### src/rtl/i2c_cfg_pkg.sv
// Shared types and constants for the I2C sensor configuration sequencer.
// The optional WAIT watchdog is enabled by defining CFG_WATCHDOG_EN.
package i2c_cfg_pkg;

   typedef enum logic [2:0] {
      ST_IDLE,
      ST_LOAD,
      ST_SEND,
      ST_WAIT,
      ST_NEXT,
      ST_RETRY,
      ST_SKIP,
      ST_SERVE
   } seq_state_e;

   localparam int unsigned WDOG_TICKS  = 1024;
   localparam int unsigned ERR_CNT_MAX = 255;

   // Bits needed to hold the divider terminal count CLK_FREQ/I2C_FREQ-1.
   function automatic int unsigned div_width(input int unsigned clk_freq,
                                             input int unsigned i2c_freq);
      int unsigned ratio;
      int unsigned w;
      ratio = (i2c_freq == 0 || clk_freq < i2c_freq) ? 1 : clk_freq / i2c_freq;
      w = 1;
      for (int unsigned i = 1; i < 32; i++) begin
         if (((ratio - 1) >> i) != 0) w = i + 1;
      end
      return w;
   endfunction

endpackage

### src/rtl/i2c_tick_gen.sv
// Free-running divider producing a one-cycle tick every CLK_FREQ/I2C_FREQ cycles.
module i2c_tick_gen
   import i2c_cfg_pkg::*;
#(
   parameter int unsigned CLK_FREQ = 50000000,
   parameter int unsigned I2C_FREQ = 20000
)(
   input  logic clk_i,
   input  logic rst_ni,
   output logic tick_o
);

   localparam int unsigned RATIO = (I2C_FREQ == 0 || CLK_FREQ < I2C_FREQ) ? 1 : CLK_FREQ / I2C_FREQ;
   localparam int unsigned DW    = div_width(CLK_FREQ, I2C_FREQ);
   localparam logic [DW-1:0] TOP = DW'(RATIO - 1);

   logic [DW-1:0] div_q, div_d;

   assign tick_o = (div_q == TOP);

   always_comb begin
      div_d = tick_o ? '0 : div_q + 1'b1;
   end

   always_ff @(posedge clk_i or negedge rst_ni) begin
      if (!rst_ni) div_q <= '0;
      else         div_q <= div_d;
   end

endmodule

### src/rtl/i2c_sensor_cfg_seq.sv
// Register-table write sequencer with NACK retry/skip and post-table update service.
// Define CFG_WATCHDOG_EN to bound WAIT at WDOG_TICKS ticks (timeout handled as a NACK).
module i2c_sensor_cfg_seq
   import i2c_cfg_pkg::*;
#(
   parameter int unsigned CLK_FREQ  = 50000000,
   parameter int unsigned I2C_FREQ  = 20000,
   parameter logic [7:0]  DEV_ADDR  = 8'hBA,
   parameter int unsigned REG_AW    = 8,
   parameter int unsigned REG_DW    = 16,
   parameter int unsigned LUT_SIZE  = 25,
   parameter int unsigned MAX_RETRY = 3
)(
   input  logic                           iCLK,
   input  logic                           iRST_N,
   input  logic                           iRESTART,
   output logic [7:0]                     oLUT_INDEX,
   input  logic [REG_AW+REG_DW-1:0]       iLUT_DATA,
   input  logic                           iUPD_REQ,
   input  logic [REG_AW-1:0]              iUPD_ADDR,
   input  logic [REG_DW-1:0]              iUPD_DATA,
   output logic                           oUPD_ACK,
   output logic                           oI2C_TICK,
   output logic [8+REG_AW+REG_DW-1:0]     oI2C_DATA,
   output logic                           oI2C_GO,
   input  logic                           iI2C_END,
   input  logic                           iI2C_ACK,
   output logic                           oCFG_DONE,
   output logic                           oBUSY,
   output logic                           oERR,
   output logic [7:0]                     oERR_CNT
);

   localparam int unsigned XW = 8 + REG_AW + REG_DW;

   seq_state_e          state_q, state_d;
   logic [7:0]          idx_q, idx_d;
   logic [XW-1:0]       data_q, data_d;
   logic                go_q, go_d;
   logic [3:0]          retry_q, retry_d;
   logic                done_q, done_d;
   logic                err_q, err_d;
   logic [7:0]          err_cnt_q, err_cnt_d;
   logic                pend_q, pend_d;
   logic [REG_AW-1:0]   uaddr_q, uaddr_d;
   logic [REG_DW-1:0]   udata_q, udata_d;
   logic                ack_q, ack_d;
   logic                restart_q, restart_d;
   logic                fin, nack;
`ifdef CFG_WATCHDOG_EN
   logic [9:0]          wd_q, wd_d;
`endif

   i2c_tick_gen #(
      .CLK_FREQ (CLK_FREQ),
      .I2C_FREQ (I2C_FREQ)
   ) u_tick (
      .clk_i  (iCLK),
      .rst_ni (iRST_N),
      .tick_o (oI2C_TICK)
   );

   always_comb begin
      state_d   = state_q;
      idx_d     = idx_q;
      data_d    = data_q;
      go_d      = go_q;
      retry_d   = retry_q;
      done_d    = done_q;
      err_d     = err_q;
      err_cnt_d = err_cnt_q;
      pend_d    = pend_q;
      uaddr_d   = uaddr_q;
      udata_d   = udata_q;
      ack_d     = 1'b0;
      restart_d = restart_q | iRESTART;
      fin       = 1'b0;
      nack      = 1'b0;
`ifdef CFG_WATCHDOG_EN
      wd_d      = wd_q;
`endif

      // Update capture runs every cycle, independent of the tick.
      if (iUPD_REQ && !pend_q) begin
         uaddr_d = iUPD_ADDR;
         udata_d = iUPD_DATA;
         pend_d  = 1'b1;
         ack_d   = 1'b1;
      end

      if (iRESTART) go_d = 1'b0;

      if (oI2C_TICK) begin
         if (restart_q || iRESTART) begin
            state_d   = ST_IDLE;
            idx_d     = '0;
            done_d    = 1'b0;
            go_d      = 1'b0;
            restart_d = 1'b0;
         end else begin
            case (state_q)
               ST_IDLE:  state_d = ST_LOAD;
               ST_LOAD: begin
                  data_d  = done_q ? {DEV_ADDR, uaddr_q, udata_q} : {DEV_ADDR, iLUT_DATA};
                  retry_d = '0;
                  state_d = ST_SEND;
               end
               ST_SEND: begin
                  go_d    = 1'b1;
`ifdef CFG_WATCHDOG_EN
                  wd_d    = '0;
`endif
                  state_d = ST_WAIT;
               end
               ST_WAIT: begin
                  fin  = iI2C_END;
                  nack = iI2C_ACK;
`ifdef CFG_WATCHDOG_EN
                  if (!iI2C_END) begin
                     if (wd_q == 10'(WDOG_TICKS - 1)) begin
                        fin  = 1'b1;
                        nack = 1'b1;
                     end else begin
                        wd_d = wd_q + 1'b1;
                     end
                  end
`endif
                  if (fin) begin
                     go_d = 1'b0;
                     if (!nack) begin
                        state_d = ST_NEXT;
                     end else if (retry_q < 4'(MAX_RETRY)) begin
                        retry_d = retry_q + 4'd1;
                        state_d = ST_RETRY;
                     end else begin
                        state_d = ST_SKIP;
                     end
                  end
               end
               ST_RETRY: state_d = ST_SEND;
               // SKIP records the error and then advances exactly like NEXT.
               ST_NEXT, ST_SKIP: begin
                  if (state_q == ST_SKIP) begin
                     err_d = 1'b1;
                     if (err_cnt_q != 8'(ERR_CNT_MAX)) err_cnt_d = err_cnt_q + 8'd1;
                  end
                  if (done_q) begin
                     pend_d  = 1'b0;
                     state_d = ST_SERVE;
                  end else if (idx_q < 8'(LUT_SIZE - 1)) begin
                     idx_d   = idx_q + 8'd1;
                     state_d = ST_LOAD;
                  end else begin
                     done_d  = 1'b1;
                     state_d = ST_SERVE;
                  end
               end
               ST_SERVE: if (pend_q) state_d = ST_LOAD;
               default:  state_d = ST_IDLE;
            endcase
         end
      end
   end

   always_ff @(posedge iCLK or negedge iRST_N) begin
      if (!iRST_N) begin
         state_q   <= ST_IDLE;
         idx_q     <= '0;
         data_q    <= {DEV_ADDR, {(REG_AW+REG_DW){1'b0}}};
         go_q      <= 1'b0;
         retry_q   <= '0;
         done_q    <= 1'b0;
         err_q     <= 1'b0;
         err_cnt_q <= '0;
         pend_q    <= 1'b0;
         uaddr_q   <= '0;
         udata_q   <= '0;
         ack_q     <= 1'b0;
         restart_q <= 1'b0;
`ifdef CFG_WATCHDOG_EN
         wd_q      <= '0;
`endif
      end else begin
         state_q   <= state_d;
         idx_q     <= idx_d;
         data_q    <= data_d;
         go_q      <= go_d;
         retry_q   <= retry_d;
         done_q    <= done_d;
         err_q     <= err_d;
         err_cnt_q <= err_cnt_d;
         pend_q    <= pend_d;
         uaddr_q   <= uaddr_d;
         udata_q   <= udata_d;
         ack_q     <= ack_d;
         restart_q <= restart_d;
`ifdef CFG_WATCHDOG_EN
         wd_q      <= wd_d;
`endif
      end
   end

   assign oLUT_INDEX = idx_q;
   assign oI2C_DATA  = data_q;
   assign oI2C_GO    = go_q;
   assign oUPD_ACK   = ack_q;
   assign oCFG_DONE  = done_q;
   assign oERR       = err_q;
   assign oERR_CNT   = err_cnt_q;
   assign oBUSY      = (state_q == ST_SEND) || (state_q == ST_WAIT) || (state_q == ST_RETRY);

endmodule

### config.mk
export PLATFORM = sky130hd
export DESIGN_NAME = i2c_sensor_cfg_seq
export DESIGN_NICKNAME = d
export VERILOG_FILES = /design/src/rtl/i2c_cfg_pkg.sv /design/src/rtl/i2c_tick_gen.sv /design/src/rtl/i2c_sensor_cfg_seq.sv
export SDC_FILE = /design/constraint.sdc
export NUM_CORES = 1
export LEC_CHECK = 0
export BUFFER_PORTS_ARGS = -buffer_cell sky130_fd_sc_hd__buf_2
export CORE_MARGIN = 1.5
export CORE_UTILIZATION = 48
export DETAILED_ROUTE_END_ITERATION = 6
export PLACE_DENSITY = 0.88
export REMOVE_ABC_BUFFERS = 1
export SETUP_SLACK_MARGIN = 0.4
export SYNTH_ARGS = -nofsm -noshare
export SYNTH_HDL_FRONTEND = slang
export SYNTH_SLANG_ARGS = --single-unit
export TNS_END_PERCENT = 30
### constraint.sdc
create_clock -name iCLK -period 2.25 [get_ports iCLK]
set_clock_uncertainty 0.05 [all_clocks]
set_input_delay 0.225 -clock iCLK [delete_from_list [all_inputs] [get_ports iCLK]]
set_output_delay 0.225 -clock iCLK [all_outputs]
set_load 0.01 [all_outputs]
==> flow_summary_export.csv <==
group,metric,value,unit
critical_path,rr_worst_depth,5,
power_and_ir_drop,p_per_area,524,nW/um^2
cells_and_area,multi_input_area,2070,um^2
drt,vias,3191,
global_route,grt_usage,22.1,%
critical_path,required,2.46,ns
global_route,grt_max_degree,43,
drt,firstDrtPassIters,4,
drt,routed_via_density,5.57,
worst_hold_path,hold_depth,2,
critical_path,crit_type,"flip-flop to flip-flop",
critical_path,start_kind,"flip-flop",
logic_synthesis,synthCells,331,
critical_path,cp_data_arrival_time,2.43,ns
power_and_ir_drop,cellLeakagePower,2.86,nW
die,fp.dieW,95.8,um
clock_network,ctsRootBufferMaster,"clkbuf_8",
logic_synthesis,synth_cell_types,47,
cells_and_area,syn2layout_area_growth,32.3,%
drt,ant_nets,0,
sta,rsz0062_at_grt,"yes",
drt,drt_iter0_drc,178,
clock_network,cts.clk_slew.worst_paths,0.09,ns
logic_synthesis,avgSynthCellArea,12.5,um^2
cells_and_area,final_common_cell,"buf_2",
logic_synthesis,seq_area_frac_synth,53.9,%
logic_synthesis,mappedNetlistArea,4140,um^2
logic_synthesis,synth-edff-count,0,
placement,post-place-cells,542,
die,start_util,49.8,%
clock_network,numCtsBuffers,9,
placement,hpwl,6.93,mm
drt,route.met2.wl,5.68,mm
global_route,grt_pass1_wl,15.3,mm
drt,routed_wirelength,10.4,mm
clock_network,cts_tree,"done",
logic_synthesis,ys.flop_type,"dfrtp_1",
cells_and_area,fillers,595,
global_route,grt_antenna_before_repair,0,
worst_hold_path,hold_class,"input pin to flip-flop",
clock_network,clock_sinks,89,
power_and_ir_drop,total_power,2.86,mW
clock_network,clk_latency,0.37,ns
cells_and_area,antennaDiodeCount,0,
sta,setup_violations,0,
drt,drt-wirelength-per-cell,18.2,um
die,die_area,9180,um^2
placement,port_buffers,99,
cells_and_area,ff_latch_area,2230,um^2
cells_and_area,final_cells,573,
sta,drv_slew,0,
logic_synthesis,yosysWarnings,0,
drt,drcViolationCount,0,
sta,fmax,449,MHz
cells_and_area,layout.nets,521,
drt,highest_layer,"met4",
logic_synthesis,ys_ff_latch,89,
run_status,status,"finished, final reports clean",
critical_path,endpoint_kind,"flip-flop",
placement,gp_congestion,0.829,
critical_path,crit_fanout,5,
logic_synthesis,synth-async-reset-ratio,100,%
sta,finalSetupTns,0,ns
run,cap_violations,0,
drt,wl_met1,3.98,mm
placement,dpl_worst_slack,-0.211,ns
sta,hold_viol,0,
cells_and_area,mostFrequentLayoutCells,"buf_2, dfrtp_1, mux2_2, buf_4, mux2_4",
sta,tightest_slew,0.525,ns
sta,fin_crit_sh,99.1,%
die,coreArea,8300,um^2
drt,wl_met3,516,um
clock_network,htreeDepth,3,
sta,worst_slack,0.0214,ns
clock_network,clockBufferDepth,2,
power_and_ir_drop,irDropWorstVdd,504,uV
critical_path,r2r_slack,0.02,ns
cells_and_area,fin_util,65.9,%
sta,fin_crit,2.23,ns
global_route,first_global_vias,3142,
global_route,overflow,0,
die,boundaryPins,108,
die,die_h,95.8,um
cells_and_area,drive_above_1_share,54.5,%
sta,max_slew_margin,65.0,%
die,core.rowCount,33,
-- layout make-up --
cell class | count | area share, %
Timing Repair Buffer | 138 | 15.4
Clock inverter | 6 | 0.938
Multi-Input combinational cell | 220 | 37.8
Sequential cell | 89 | 40.8
Inverter | 5 | 0.389
Clock buffer | 10 | 2.33
Tap cell | 105 | 2.40
-- registers in the layout (all words and copies together) (netlist names) --
| register | flops |
|---|---|
| oI2C_DATA | 24 |
| udata_q | 16 |
| u_tick.div_q | 12 |
| oERR_CNT | 8 |
| oLUT_INDEX | 8 |
| uaddr_q | 8 |
| retry_q | 4 |
| state_q | 3 |
| oCFG_DONE | 1 |
| oERR | 1 |
| oI2C_GO | 1 |
| oUPD_ACK | 1 |
| pend_q | 1 |
| restart_q | 1 |
-- worst max-delay path: stages (launching register included) --
cell and delay, ns:
dfrtp_1 0.39, or4_4 0.54, or4_4 0.51, buf_4 0.18, nor4_4 0.14, mux2_4 0.32
-- cells in the mapped netlist (2+ instances only) --
| library cell | count | area (um^2) |
|---|---|---|
| conb_1 | 2 | 7.51 |
| mux2_1 | 3 | 33.8 |
| buf_2 | 4 | 20.0 |
| nand4_1 | 7 | 43.8 |
| nor4_2 | 2 | 25.0 |
| nand3_1 | 10 | 50.1 |
| clkbuf_1 | 9 | 33.8 |
| buf_4 | 8 | 60.1 |
| nor4b_1 | 3 | 26.3 |
| nand2b_1 | 3 | 18.8 |
| dfrtp_1 | 89 | 2230 |
| a21oi_1 | 4 | 20.0 |
| or3_1 | 3 | 18.8 |
| nor4_1 | 3 | 18.8 |
| mux2_2 | 75 | 845 |
| o21ai_0 | 5 | 25.0 |
| buf_1 | 2 | 7.51 |
| or4_1 | 2 | 15.0 |
| ha_1 | 4 | 50.1 |
| nor2b_1 | 7 | 43.8 |
| inv_1 | 5 | 18.8 |
| and3_1 | 4 | 25.0 |
| nor2_1 | 15 | 56.3 |
| nand2_1 | 16 | 60.1 |
| a21o_1 | 4 | 30.0 |
| xnor2_1 | 7 | 61.3 |
| o21a_1 | 2 | 15.0 |
| a31oi_1 | 7 | 43.8 |
| xor2_1 | 5 | 43.8 |
| mux2i_1 | 3 | 30.0 |
| and2_1 | 2 | 12.5 |
-- what timing repair did --
action / CTS / global route
resized for setup: 22 / 43
endpoints found under the setup margin: 57 / 61
setup buffers: 4 / 10
hold buffers: 1 / 0
pin swaps: 6 / 6
endpoints found under the hold margin: 39 / 0
-- stage by stage --
step,area [um^2],hold slack [ns]
after floorplan,4040,-0.121
after global placement,4860,0.179
after detailed placement,4860,0.185
after CTS,5220,0.0215
after global routing,5470,0.0205
final,5470,0.0341
-- per-layer routing --
layer  up-vias  global-route usage [%]
li1       1439                       -
met1      1617                    26.5
met2       109                    38.7
met3        26                    4.42
met4         0                    9.07
met5         -                       0
-- report_power, final --
group	internal, mW	total, mW	switching, mW
sequential	1.65	1.68	0.0301
combinational	0.0955	0.175	0.0792
clock	0.417	1.01	0.592
total	2.16	2.86	0.702
-- final timing paths --
path | startpoint | to
setup / recovery | u_tick.div_q[4] | oERR_CNT[7]
hold / removal | iUPD_DATA[3] | udata_q[3]
setup reg to reg | u_tick.div_q[4] | oERR_CNT[7]
hold reg to reg | udata_q[12] | udata_q[12]
max in group asynchronous | iRST_N | udata_q[10]
min in group asynchronous | iRST_N | state_q[2]
-- kinds of logic (layout without fill, tap and decap cells) --
logic type | after synthesis | in the layout | share of synthesized area (%)
AO/OA/AOI/OAI | 31 | 31 | 5.17
XOR/XNOR | 12 | 12 | 2.54
adder cells (fa/ha/maj) | 4 | 4 | 1.21
buffers and inverters | 28 | 159 | 3.39
flip-flops | 89 | 89 | 53.9
multiplexers | 81 | 81 | 22.0
other | 2 | 8 | 0.182
AND/OR/NAND/NOR | 84 | 84 | 11.7
Power figures use the tool's default switching activity.
